$ cat src/rtl/fetch_pkg.sv
// Shared types for the instruction fetch unit: FSM state, prefetch entry, alignment helpers.
package fetch_pkg;

  typedef enum logic {
    RUN    = 1'b0,
    HALTED = 1'b1
  } fetch_state_t;

  typedef struct packed {
    logic [31:0] instr;
    logic [31:0] pc_plus4;
  } fetch_entry_t;

  localparam logic [31:0] WORD_ALIGN_MASK = 32'hFFFF_FFFC;

  function automatic logic [31:0] word_align(input logic [31:0] addr);
    return addr & WORD_ALIGN_MASK;
  endfunction

endpackage

$ cat src/rtl/instruction_fetch_unit_if.sv
// Fetch-unit bus: instruction memory read port, decode handshake and execute redirect.
// Optional FETCH_PERF_CNT_EN adds the fetch/stall/flush counters to the bundle.
interface instruction_fetch_unit_if;
  logic [31:0] Address;
  logic [31:0] Instruction;
  logic [31:0] InstrOut;
  logic [31:0] PCPlus4Out;
  logic        InstrValid;
  logic        InstrReady;
  logic        Redirect;
  logic [31:0] RedirectTarget;
  logic        Halt;
`ifdef FETCH_PERF_CNT_EN
  logic [31:0] FetchCount;
  logic [31:0] StallCount;
  logic [31:0] FlushCount;

  modport master (
    output Address, InstrOut, PCPlus4Out, InstrValid,
    input  Instruction, InstrReady, Redirect, RedirectTarget, Halt,
    output FetchCount, StallCount, FlushCount
  );
  modport slave (
    input  Address, InstrOut, PCPlus4Out, InstrValid,
    output Instruction, InstrReady, Redirect, RedirectTarget, Halt,
    input  FetchCount, StallCount, FlushCount
  );
`else
  modport master (
    output Address, InstrOut, PCPlus4Out, InstrValid,
    input  Instruction, InstrReady, Redirect, RedirectTarget, Halt
  );
  modport slave (
    input  Address, InstrOut, PCPlus4Out, InstrValid,
    output Instruction, InstrReady, Redirect, RedirectTarget, Halt
  );
`endif
endinterface

$ cat src/rtl/fetch_fifo.sv
// Prefetch FIFO of fetch entries; flush beats push and pop, DEPTH need not be a power of two.
module fetch_fifo
  import fetch_pkg::*;
#(
  parameter int DEPTH = 2
) (
  input  logic                         Clk,
  input  logic                         Rst,
  input  logic                         push,
  input  logic                         pop,
  input  logic                         flush,
  input  fetch_entry_t                 wdata,
  output fetch_entry_t                 head,
  output logic [$clog2(DEPTH+1)-1:0]   count,
  output logic                         full,
  output logic                         empty
);
  localparam int PTR_W = $clog2(DEPTH);
  localparam int CNT_W = $clog2(DEPTH + 1);

  fetch_entry_t     mem_q [DEPTH];
  fetch_entry_t     mem_d [DEPTH];
  logic [PTR_W-1:0] rd_ptr_q, rd_ptr_d;
  logic [PTR_W-1:0] wr_ptr_q, wr_ptr_d;
  logic [CNT_W-1:0] count_q, count_d;
  logic             do_push, do_pop;

  function automatic logic [PTR_W-1:0] ptr_inc(input logic [PTR_W-1:0] p);
    return (p == PTR_W'(DEPTH - 1)) ? '0 : p + PTR_W'(1);
  endfunction

  assign empty   = (count_q == '0);
  assign full    = (count_q == CNT_W'(DEPTH));
  assign count   = count_q;
  assign head    = mem_q[rd_ptr_q];
  assign do_pop  = pop & ~empty;
  assign do_push = push & (~full | do_pop);

  always_comb begin
    mem_d    = mem_q;
    rd_ptr_d = rd_ptr_q;
    wr_ptr_d = wr_ptr_q;
    count_d  = count_q;
    if (flush) begin
      rd_ptr_d = '0;
      wr_ptr_d = '0;
      count_d  = '0;
    end else begin
      if (do_push) begin
        mem_d[wr_ptr_q] = wdata;
        wr_ptr_d        = ptr_inc(wr_ptr_q);
      end
      if (do_pop) rd_ptr_d = ptr_inc(rd_ptr_q);
      case ({do_push, do_pop})
        2'b10:   count_d = count_q + CNT_W'(1);
        2'b01:   count_d = count_q - CNT_W'(1);
        default: count_d = count_q;
      endcase
    end
  end

  // Storage is cleared on reset so the head reads zero while the bus is idle.
  always_ff @(posedge Clk or negedge Rst) begin
    if (!Rst) begin
      for (int i = 0; i < DEPTH; i++) mem_q[i] <= '0;
      rd_ptr_q <= '0;
      wr_ptr_q <= '0;
      count_q  <= '0;
    end else begin
      mem_q    <= mem_d;
      rd_ptr_q <= rd_ptr_d;
      wr_ptr_q <= wr_ptr_d;
      count_q  <= count_d;
    end
  end

endmodule

$ cat src/rtl/instruction_fetch_unit.sv
// Instruction fetch: owns the PC, fetches one word per cycle into a prefetch FIFO, flushes on redirect.
// Define FETCH_PERF_CNT_EN to add FetchCount/StallCount/FlushCount outputs.
module instruction_fetch_unit
  import fetch_pkg::*;
#(
  parameter logic [31:0] RESET_PC   = 32'h0000_0000,
  parameter int          FIFO_DEPTH = 2
) (
  input logic                      Clk,
  input logic                      Rst,
  instruction_fetch_unit_if.master bus
);
  localparam int CNT_W = $clog2(FIFO_DEPTH + 1);

  fetch_state_t     state_q, state_d;
  logic [31:0]      pc_q, pc_d;
  logic             fetch_en;
  logic             push, pop;
  fetch_entry_t     wr_entry, head;
  logic [CNT_W-1:0] count;
  logic             full, empty;

  always_ff @(posedge Clk or negedge Rst) begin
    if (!Rst) state_q <= RUN;
    else      state_q <= state_d;
  end

  // Redirect never moves the FSM; only Halt does.
  always_comb begin
    state_d = state_q;
    case (state_q)
      RUN:     if (bus.Halt)  state_d = HALTED;
      HALTED:  if (!bus.Halt) state_d = RUN;
      default: state_d = RUN;
    endcase
  end

  always_comb begin
    fetch_en = (state_q == RUN);
  end

  // Redirect suppresses both sides of the FIFO so no stale word slips through.
  assign pop      = ~empty & bus.InstrReady & ~bus.Redirect;
  assign push     = fetch_en & ~bus.Redirect & ((count < CNT_W'(FIFO_DEPTH)) | pop);
  assign wr_entry = '{instr: bus.Instruction, pc_plus4: pc_q + 32'd4};

  always_comb begin
    pc_d = pc_q;
    if (bus.Redirect) pc_d = word_align(bus.RedirectTarget);
    else if (push)    pc_d = pc_q + 32'd4;
  end

  always_ff @(posedge Clk or negedge Rst) begin
    if (!Rst) pc_q <= RESET_PC;
    else      pc_q <= pc_d;
  end

  fetch_fifo #(.DEPTH(FIFO_DEPTH)) u_fifo (
    .Clk   (Clk),
    .Rst   (Rst),
    .push  (push),
    .pop   (pop),
    .flush (bus.Redirect),
    .wdata (wr_entry),
    .head  (head),
    .count (count),
    .full  (full),
    .empty (empty)
  );

  assign bus.Address    = pc_q;
  assign bus.InstrOut   = head.instr;
  assign bus.PCPlus4Out = head.pc_plus4;
  assign bus.InstrValid = ~empty;

`ifdef FETCH_PERF_CNT_EN
  logic [31:0] fetch_cnt_q, fetch_cnt_d;
  logic [31:0] stall_cnt_q, stall_cnt_d;
  logic [31:0] flush_cnt_q, flush_cnt_d;

  always_comb begin
    fetch_cnt_d = fetch_cnt_q + {31'd0, push};
    stall_cnt_d = stall_cnt_q + {31'd0, fetch_en & full & ~pop};
    flush_cnt_d = flush_cnt_q + {31'd0, bus.Redirect};
  end

  always_ff @(posedge Clk or negedge Rst) begin
    if (!Rst) begin
      fetch_cnt_q <= '0;
      stall_cnt_q <= '0;
      flush_cnt_q <= '0;
    end else begin
      fetch_cnt_q <= fetch_cnt_d;
      stall_cnt_q <= stall_cnt_d;
      flush_cnt_q <= flush_cnt_d;
    end
  end

  assign bus.FetchCount = fetch_cnt_q;
  assign bus.StallCount = stall_cnt_q;
  assign bus.FlushCount = flush_cnt_q;
`endif

endmodule

$ cat src/flat_wrapper.sv
// flat-port wrapper written by rule: the top's interface ports become plain ports
module instruction_fetch_unit_flat import fetch_pkg::*;
#(
  parameter logic [31:0] RESET_PC   = 32'h0000_0000,
  parameter int          FIFO_DEPTH = 2
)
  (Clk, Rst, bus_Address, bus_InstrOut, bus_PCPlus4Out, bus_InstrValid, bus_Instruction, bus_InstrReady, bus_Redirect, bus_RedirectTarget, bus_Halt);
  instruction_fetch_unit_if bus_i ();
  input logic Clk;
  input logic Rst;
  output wire logic [$bits(bus_i.Address)-1:0] bus_Address;
  output wire logic [$bits(bus_i.InstrOut)-1:0] bus_InstrOut;
  output wire logic [$bits(bus_i.PCPlus4Out)-1:0] bus_PCPlus4Out;
  output wire logic [$bits(bus_i.InstrValid)-1:0] bus_InstrValid;
  input wire logic [$bits(bus_i.Instruction)-1:0] bus_Instruction;
  input wire logic [$bits(bus_i.InstrReady)-1:0] bus_InstrReady;
  input wire logic [$bits(bus_i.Redirect)-1:0] bus_Redirect;
  input wire logic [$bits(bus_i.RedirectTarget)-1:0] bus_RedirectTarget;
  input wire logic [$bits(bus_i.Halt)-1:0] bus_Halt;
  assign bus_Address = bus_i.Address;
  assign bus_InstrOut = bus_i.InstrOut;
  assign bus_PCPlus4Out = bus_i.PCPlus4Out;
  assign bus_InstrValid = bus_i.InstrValid;
  assign bus_i.Instruction = bus_Instruction;
  assign bus_i.InstrReady = bus_InstrReady;
  assign bus_i.Redirect = bus_Redirect;
  assign bus_i.RedirectTarget = bus_RedirectTarget;
  assign bus_i.Halt = bus_Halt;
  instruction_fetch_unit #(.RESET_PC(RESET_PC), .FIFO_DEPTH(FIFO_DEPTH)) u_core (.Clk(Clk), .Rst(Rst), .bus(bus_i));
endmodule
$ cat config.mk
export PLATFORM = sky130hd
export DESIGN_NAME = instruction_fetch_unit_flat
export DESIGN_NICKNAME = d
export VERILOG_FILES = /design/src/rtl/fetch_pkg.sv /design/src/rtl/instruction_fetch_unit_if.sv /design/src/rtl/fetch_fifo.sv /design/src/rtl/instruction_fetch_unit.sv /design/src/flat_wrapper.sv
export SDC_FILE = /design/constraint.sdc
export NUM_CORES = 1
export LEC_CHECK = 0
export BUFFER_PORTS_ARGS = -buffer_cell sky130_fd_sc_hd__clkbuf_2
export CORE_MARGIN = 3
export CORE_UTILIZATION = 40
export DETAILED_ROUTE_END_ITERATION = 7
export GPL_TIMING_DRIVEN = 0
export PLACE_DENSITY = 0.71
export SYNTH_ARGS = -nofsm -noshare
export SYNTH_HDL_FRONTEND = slang
export SYNTH_SLANG_ARGS = --single-unit
export TNS_END_PERCENT = 5
$ cat constraint.sdc
create_clock -name Clk -period 5.8 [get_ports Clk]
set_clock_uncertainty 0.1 [all_clocks]
set_input_delay 1.16 -clock Clk [delete_from_list [all_inputs] [get_ports Clk]]
set_output_delay 1.16 -clock Clk [all_outputs]
set_load 0.01 [all_outputs]
---- After elaboration in Yosys (flattened, before gate mapping) ----
Cells that the tools add are included.
operators by class
  divide/modulo/power cells ............... 0
  shift operators ......................... 0
  reduce and logical (&&, ||, !) cells .... 7
  muxes and demuxes ....................... 17
  equality and inequality tests ........... 3
  add/sub/neg operators ................... 5
  bitwise operators ....................... 14
  $lt $le $gt $ge ......................... 4
  multiply operators ...................... 0
operator list
  cell                     number
  $mux W64                 4
  $bwmux W128              1
  $demux W64 S1            1
  $mux W32                 2
  $add A32 B3 Y32 const B  1
  $mux W1                  7
  $and A1 B1 Y1            6
  $reduce_bool A2 Y1       3
  $eq A2 B2 Y1 const B     2
  $ge A2 B2 Y1 const B     2
  $not A1 Y1               4
  $not A1 Y2               2
  $pmux W2 S2              1
  $reduce_bool A3 Y1       1
  $add A1 B1 Y1 const B    2
  $add A2 B1 Y2 const B    1
  $eq A2 B1 Y1 const B     1
  $logic_not A2 Y1         1
  $lt A2 B1 Y1 const B     1
  $lt A2 B2 Y1 const B     1
  $mux W2                  1
  $or A1 B1 Y1             2
  $reduce_and A2 Y1        1
  $sub A2 B1 Y2 const B    1
  $logic_and A1 B1 Y1      1
storage, ports and cells
  bits in writable memories ............... 0
  ROM bits ................................ 0
  flip-flop bits (word level) ............. 165
  output and inout bits ................... 97
  input bits .............................. 69
  bits in latches ......................... 0
  memories ................................ 0
  logic and storage cells ................. 59

---- Logic depth before layout (Yosys ltp) ----
Gate-level depths: netlist (run 1).
  depth after elaboration ................. 10
  depth in mapped cells ................... 8
  gate-level depth less buffers ........... 6

---- By module ----
From an unflattened synthesis (run 1), not the netlist that was laid out.
unflattened totals
  cell total of the unflattened synthesis .. 661
  area, all modules ....................... 8280.4 sq um
by module, submodules not included
  module                  sequential area each (sq um)  area each (sq um)  cells an instance  instances
  fetch_fifo              3303.2                        5914.4             365                1
  instruction_fetch_unit  775.7                         2366.0             296                1

---- Worst setup path before layout (run 1) ----
Ideal clock, no wire load.
  path type ............................... input -> register
  from .................................... input port bus_InstrReady
  to ...................................... register u_core.u_fifo.mem_q[32] (netlist bit)
  required time ........................... 5.572 ns
  library setup time ...................... 0.128 ns
  stages on the path ...................... 7
  buffers on the path ..................... 3
  setup slack ............................. 3.013 ns
  arrival ................................. 2.560 ns
  path through ............................ inv_2 a21o_1 clkbuf_1 nor3b_1 clkbuf_1 buf_2 mux2_1
between the ends
  longest elaborated chain between the ends .. 6
  elaborated cells on any way between the ends .. 8
  classes of those cells .................. bitwise (7); reduce/logical (1)
ends and longest elaborated chain
  what                                           RTL line                                        RTL
  start, declared                                flat_wrapper.sv:16                              input wire logic [$bits(bus_i.InstrReady)-1:0] bus_InstrReady;
  $and A1 B1 Y1 (*) (2 in series)                instruction_fetch_unit.sv:43                    assign pop = ~empty & bus.InstrReady & ~bus.Redirect;
  $or A1 B1 Y1 or $and A1 B1 Y1 (tied branches)  instruction_fetch_unit.sv:44, fetch_fifo.sv:36
  $and A1 B1 Y1 or $or A1 B1 Y1 (tied branches)  instruction_fetch_unit.sv:44, fetch_fifo.sv:37
  $and A1 B1 Y1 (*)                              fetch_fifo.sv:37                                assign do_push = push & (~full | do_pop);
  $reduce_and A2 Y1 (no line) (*)                n/a
  end signal, assigned                           fetch_fifo.sv:70                                mem_q <= mem_d;
  end, declared                                  fetch_fifo.sv:21                                fetch_entry_t mem_q [DEPTH];
Every way passes the cells marked *; elsewhere a longest branch is shown, timed or not.
A chain may end at the register's enable or synchronous reset.

---- Worst setup path after layout (run 1) ----
  from .................................... register u_core.u_fifo.rd_ptr_q
  to ...................................... output port bus_PCPlus4Out[11]
between the ends
  longest elaborated chain between the ends .. 4
ends and longest elaborated chain
  what                                          RTL line            RTL
  start, declared                               fetch_fifo.sv:23    logic [PTR_W-1:0] rd_ptr_q, rd_ptr_d;
  start signal, assigned                        fetch_fifo.sv:71    rd_ptr_q <= rd_ptr_d;
  $not A1 Y2 (implied by the code)              fetch_fifo.sv:35    assign head = mem_q[rd_ptr_q];
  $mux W64 (implied by the code) (3 in series)  fetch_fifo.sv:35
  end, declared                                 flat_wrapper.sv:13  output wire logic [$bits(bus_i.PCPlus4Out)-1:0] bus_PCPlus4Out;
Every way passes these cells. The select of a mux whose other input is x is not followed.

==> impl_metrics.toml, run 1 <==
[run_status]
outcome = "finished, final reports clean"

[worst_setup_path]
worst-path-max-fanout = 10
path_class = "reg2out"
cpMostUsedCell = "clkbuf_1"
path_buf_inv = 3
cp_slowest_cell = "clkbuf_1"
critical_path.endpoint_type = "output port"
required_ps = 4540
critPathTopFamily = "buffers and inverters"
reg2reg_slack_ps = 2950
crit_chain = "clkbuf_1 -> clkbuf_1 -> mux2_2 -> clkbuf_2"
arrival_ps = 2370
crit_path_max_incr_delay_ps = 520
startpoint_type = "flip-flop"

[timing]
hold_violations = 0
finalCritPeriodShare_pct = 62.6
drv_slew = 0
rsz0062_at_grt = "no"
finalSetupViolCount = 0
min_period_ps = 3630
tightest_slew_ps = 880
setup_ws_ps = 2170
tns_ps = 0
relSlewSlack_pct = 41.0
fmaxAchievable_mhz = 275
holdWs_ps = 381

[pwr]
powerDensity_nw_per_um2 = 375
p_int_mw = 2.49
ir_worst_vdd_mv = 0.181
p_leak_nw = 4.04
p_clk_share_pct = 33.9
p_seq_share_pct = 43.3
power_switching_mw = 1.04
total_power_mw = 3.53
power_switching_share_pct = 29.3
p_comb_share_pct = 22.8

[job]
max_cap_viol_count = 0

[detailed_routing]
vias = 5542
viasPerCell = 4.99
drt_iter0_markers = 283
drc = 0
ant_nets = 0
wl_per_cell_um = 16.9
wirelength_um = 18700
firstDrtPassIters = 4

[cells_and_area]
drive_above_1_share_pct = 34.5
syn_to_final_growth_pct = 23.1
antenna_cells = 0
fin_area_um2 = 9400
instances_no_fill = 1110
post-route-util_pct = 51.3
nNetsFinal = 938

[die]
chipHeight_um = 144
io_pins = 166
initial_core_util_pct = 41.6
core-area_um2 = 18300
die_area_um2 = 20800
placementRows = 49
dieWidth_um = 144

[clock_tree]
cts_setup_buffers = 0
worstSkewPairLatency_ps = 420
cts_resized = 0
clock_sinks = 159
cts_buffer_depth = 2
cts_buffers = 17
cts_tree = "done"
clkTransAtPathRegs_ps = 70
htree_levels = 4
cts_hold_buf = 0
clock-root-buffer = "clkbuf_16"

[placement]
numPlacedInstances = 1078
place_hpwl_um = 13600
globalplace.congestion = 0.821
io_buffers = 159
post-place-ws_ps = 2110
dpl_cell_area_um2 = 8760

[global_route]
grt_usage_pct = 18.4
antenna_found_initial = 0
grt_start_max_net_pins = 116
grt_pass1_vias = 5659
grt_pass1_wl_um = 29900
grt_overflow = 0

[synthesis]
mappedNetlistArea_um2 = 7630
ys_warn_count = 0
synth.mux.area_fraction_pct = 19.1
synth_compound_area_share_pct = 6.20
yosys.area_share.simple_pct = 12.1
syn_inst = 686
synth_top_family_by_area = "multiplexers"
avgSynthCellArea_um2 = 11.1
synth_fa_ha_area_share_pct = 0.164
synth_cell_types = 39
synth_xor_xnor_area_share_pct = 6.77
synth_seq_cells = 159
ys_seq_area_share_pct = 52.1

[hold_path]
min_path_type = "reg2reg"
-- layout make-up --
type	count	area, um^2
clock buffers	17	425
multi-input cells	473	3400
plain buffers	51	245
well taps	229	287
flip-flops and latches	159	3980
inverters	6	22.5
fillers	1669	8930
repair buffers	160	832
clock inverters	15	211
-- state kept, by name, indices dropped and copies added, names as in the netlist --
name                    count
u_core.u_fifo.wr_ptr_q      1
u_core.u_fifo.rd_ptr_q      1
u_core.state_q              1
u_core.u_fifo.mem_q       124
u_core.u_fifo.count         2
u_core.bus.Address         30
-- Yosys cell counts --
cell type  instances  area share (%)
o21ai_0            5            0.33
nor3b_1            1           0.098
dfrtp_1          159              52
and2_1             1           0.082
clkbuf_1          33             1.6
nor2_2             5            0.41
buf_6              1            0.15
or3_1              1           0.082
nor3_2             8             1.0
o21ai_2            1            0.11
a31oi_1            1           0.082
mux2_1            56             8.3
and4_1             6            0.69
nor4_1             5            0.41
nand4_1            7            0.57
nor3_1            12            0.79
buf_4              4            0.39
nand3_2            1            0.13
nand3_1           12            0.79
or4_4              1            0.15
ha_1               1            0.16
a21oi_1           59             3.9
mux2i_1            3            0.39
and3_1             2            0.16
a21o_1             1           0.098
nand2_1           45             2.2
nor2_1            73             3.6
buf_12             1            0.26
o21ai_1           26             1.7
xor2_1            10             1.1
inv_1              5            0.25
nor4_2             2            0.33
nand4_4            1            0.28
xnor2_1           49             5.6
inv_2              1           0.049
mux2_2            71              10
or2_2              3            0.25
buf_2             12            0.79
conb_1             1           0.049
-- layer usage --
metal | GRT usage (%) | vias up | part of all wire [%]
met3 | 2.84 | 27 | 4.6
met4 | 6.33 | 0 | 1.9
met1 | 25.8 | 2667 | 46
met5 | 0 | - | 0
met2 | 29.4 | 141 | 47
li1 | - | 2707 | -
-- power by group through the flow --
stage	Sequential [mW]	Combinational, mW	Clock (mW)
CTS	1.52	0.821	1.22
floorplan	1.51	0.512	0
global route	1.56	0.895	1.26
finish	1.53	0.806	1.20
global placement	1.53	0.795	0
detailed placement	1.54	0.814	0
-- layout by cell type (no fill, tap or decap), drive strengths merged --
master,count
ha,1
clkinvlp,1
clkbuf,209
nor2,78
o21ai,32
nand3,13
a21o,1
and4,6
or4,1
and3,2
a21oi,59
bufinv,4
nand2,45
or2,3
mux2i,3
clkinv,8
nand4,8
conb,4
nor4,7
nor3,20
and2,1
inv,8
dfrtp,159
a31oi,1
buf,19
or3,1
mux2,127
xnor2,49
nor3b,1
xor2,10
-- kinds of logic after synthesis --
logic type,count (synthesis)
compound gates,93
xor+xnor,59
fa+ha+maj,1
buf+inv,57
flops,159
mux,130
other cells,1
simple gates,186
-- worst paths after layout --
| check | from | endpoint | depth (start not counted) |
|---|---|---|---|
| min in group asynchronous | Rst | u_core.u_fifo.mem_q[123] | 1 |
| hold / removal | u_core.u_fifo.mem_q[116] | u_core.u_fifo.mem_q[116] | 1 |
| setup / recovery | u_core.u_fifo.rd_ptr_q | bus_PCPlus4Out[11] | 4 |
| setup reg to reg | u_core.u_fifo.count[1] | u_core.u_fifo.mem_q[89] | 7 |
| max in group asynchronous | Rst | u_core.u_fifo.mem_q[27] | 2 |
| hold reg to reg | u_core.u_fifo.mem_q[116] | u_core.u_fifo.mem_q[116] | 1 |
No activity file was read; power rests on OpenSTA's default activity.
==> inputs of run 2 (changes only) <==
Settings changed: ABC_AREA set to 1.
Clock period 5.8 ns to 3.55 ns, I/O delays scaled along.
==> impl_metrics.toml, run 2 <==
[run_status]
outcome = "finished, final reports clean"

[global_route]
grt_pass1_wl_um = 37300
grt_pass1_vias = 7049
grt_overflow = 0
grt_usage_pct = 21.9
grt_start_max_net_pins = 103
antenna_found_initial = 0

[cells_and_area]
largest_register_ffs = 124
final_common_cell = "nand2_1"
syn_to_final_growth_pct = 22.0
final_cell_mix = "nand2_1, dfrtp_1, clkbuf_2, o21ai_0, inv_1"
nNetsFinal = 1329
n_fill_cell = 1920
post-route-util_pct = 50.5
fin_area_um2 = 9610
regMostFlops = "u_core.u_fifo.mem_q"
instances_no_fill = 1532
antenna_cells = 0
drive_above_1_share_pct = 18.8

[detailed_routing]
drt_iter0_markers = 531
wl_per_cell_um = 15.1
viasPerCell = 4.85
firstDrtPassIters = 5
ant_nets = 0
drc = 0
wirelength_um = 23100
vias = 7429

[placement]
io_buffers = 158
place_hpwl_um = 16800
dpl_cell_area_um2 = 9040
numPlacedInstances = 1500
post-place-ws_ps = 901
globalplace.congestion = 0.933

[die]
placementRows = 50
io_pins = 166
dieWidth_um = 146
chipHeight_um = 146
core-area_um2 = 19000
initial_core_util_pct = 41.4
die_area_um2 = 21400

[synthesis]
yosysTopAreaCell = "dfrtp_1"
yosys.area_share.simple_pct = 31.4
ys_warn_count = 0
synth_compound_area_share_pct = 8.69
synth_cell_types = 29
synth_most_common_cell = "nand2_1"
avgSynthCellArea_um2 = 7.31
yosys-top-cells-count = "nand2_1, dfrtp_1, o21ai_0, inv_1, nor2_1"
synth_seq_cells = 159
ys.flop_type = "dfrtp_1"
synthArstFlopShare_pct = 100
synth_top_area_share_pct = 50.5
ys_seq_area_share_pct = 50.5
syn_inst = 1078
synth.mux.area_fraction_pct = 0
synth_edf_count = 0
synth_xor_xnor_area_share_pct = 1.43
synth_top_family_by_area = "simple AND/OR/NAND/NOR gates"
synth_fa_ha_area_share_pct = 0.159
synth_area_leaders = "dfrtp_1, nand2_1, o21ai_0"
mappedNetlistArea_um2 = 7880

[pwr]
p_comb_share_pct = 33.0
powerDensity_nw_per_um2 = 724
p_leak_nw = 5.12
power_switching_mw = 2.62
p_int_mw = 4.34
power_switching_share_pct = 37.6
ir_worst_vdd_mv = 0.363
total_power_mw = 6.96
p_seq_share_pct = 41.2
p_clk_share_pct = 25.9

[job]
max_cap_viol_count = 0

[worst_setup_path]
crit_path_max_incr_delay_ps = 450
startpoint_type = "flip-flop"
worst-path-max-fanout = 10
required_ps = 2740
cp_slowest_cell = "clkbuf_1"
crit_chain = "clkbuf_1 -> inv_1 -> clkbuf_1 -> nand2_1 -> nand2_1 -> clkbuf_2"
arrival_ps = 2260
path_buf_inv = 4
path_class = "reg2out"
critPathTopFamily = "buffers and inverters"
critical_path.endpoint_type = "output port"

[timing]
tightest_slew_ps = 590
finalCritPeriodShare_pct = 86.4
rsz0062_at_grt = "no"
holdWs_ps = 134
finalSetupViolCount = 0
relSlewSlack_pct = 60.6
fmaxAchievable_mhz = 326
tns_ps = 0
min_period_ps = 3070
hold_violations = 0
drv_slew = 0
setup_ws_ps = 482

[clock_tree]
cts_setup_buffers = 0
clock-root-buffer = "clkbuf_16"
cts_tree = "done"
worstSkewPairLatency_ps = 430
cts_buffer_depth = 2
cts_hold_buf = 0
clock_sinks = 159
htree_levels = 4
cts_resized = 0
clkTransAtPathRegs_ps = 60
cts_buffers = 17

[hold_path]
min_path_type = "in2async"
-- run 2: area by class of cell --
cell class / instances / area [um^2] / area share, %
buffer: 52 / 258 / 2.68
clock buffer: 18 / 429 / 4.46
clock inverter: 14 / 144 / 1.50
inverter: 95 / 357 / 3.71
multi-input combinational: 775 / 3290 / 34.3
sequential: 159 / 3980 / 41.4
tap: 260 / 325 / 3.38
timing repair buffer: 159 / 827 / 8.60
-- run 2: kinds of logic (layout without fill, tap and decap cells) --
| logic type | Yosys count | after routing |
|---|---|---|
| compound gates | 127 | 127 |
| xor+xnor | 12 | 12 |
| fa+ha+maj | 1 | 1 |
| buf+inv | 147 | 338 |
| flops | 159 | 159 |
| other cells | 1 | 4 |
| simple gates | 631 | 631 |
-- run 2: worst paths after layout --
check,from,endpoint,slack (ps),depth (start not counted)
max in group asynchronous,Rst,u_core.bus.Address[28],2350,2
hold / removal,Rst,u_core.u_fifo.mem_q[99],130,1
setup / recovery,u_core.u_fifo.rd_ptr_q,bus_PCPlus4Out[13],480,6
min in group Clk,bus_Halt,u_core.state_q,290,1
setup reg to reg,u_core.bus.Address[2],u_core.u_fifo.mem_q[76],1330,6
hold reg to reg,u_core.u_fifo.mem_q[49],u_core.u_fifo.mem_q[49],370,2
-- run 2: per-layer routing --
layer  up-vias  GRT usage (%)  wire length, um
met5         -              0                0
met4         0           5.74              454
met3        33           4.84             1750
met2       311           33.7            10300
met1      3419           31.6            10700
li1       3666              -                -
-- run 2: power by group through the flow --
stage | clock network (mW) | registers, mW | logic [mW]
after CTS | 1.82 | 2.86 | 2.32
after global placement | 0 | 2.87 | 2.26
after detailed placement | 0 | 2.88 | 2.30
final | 1.80 | 2.87 | 2.30
after global routing | 1.90 | 2.95 | 2.61
after floorplan | 0 | 2.82 | 1.39
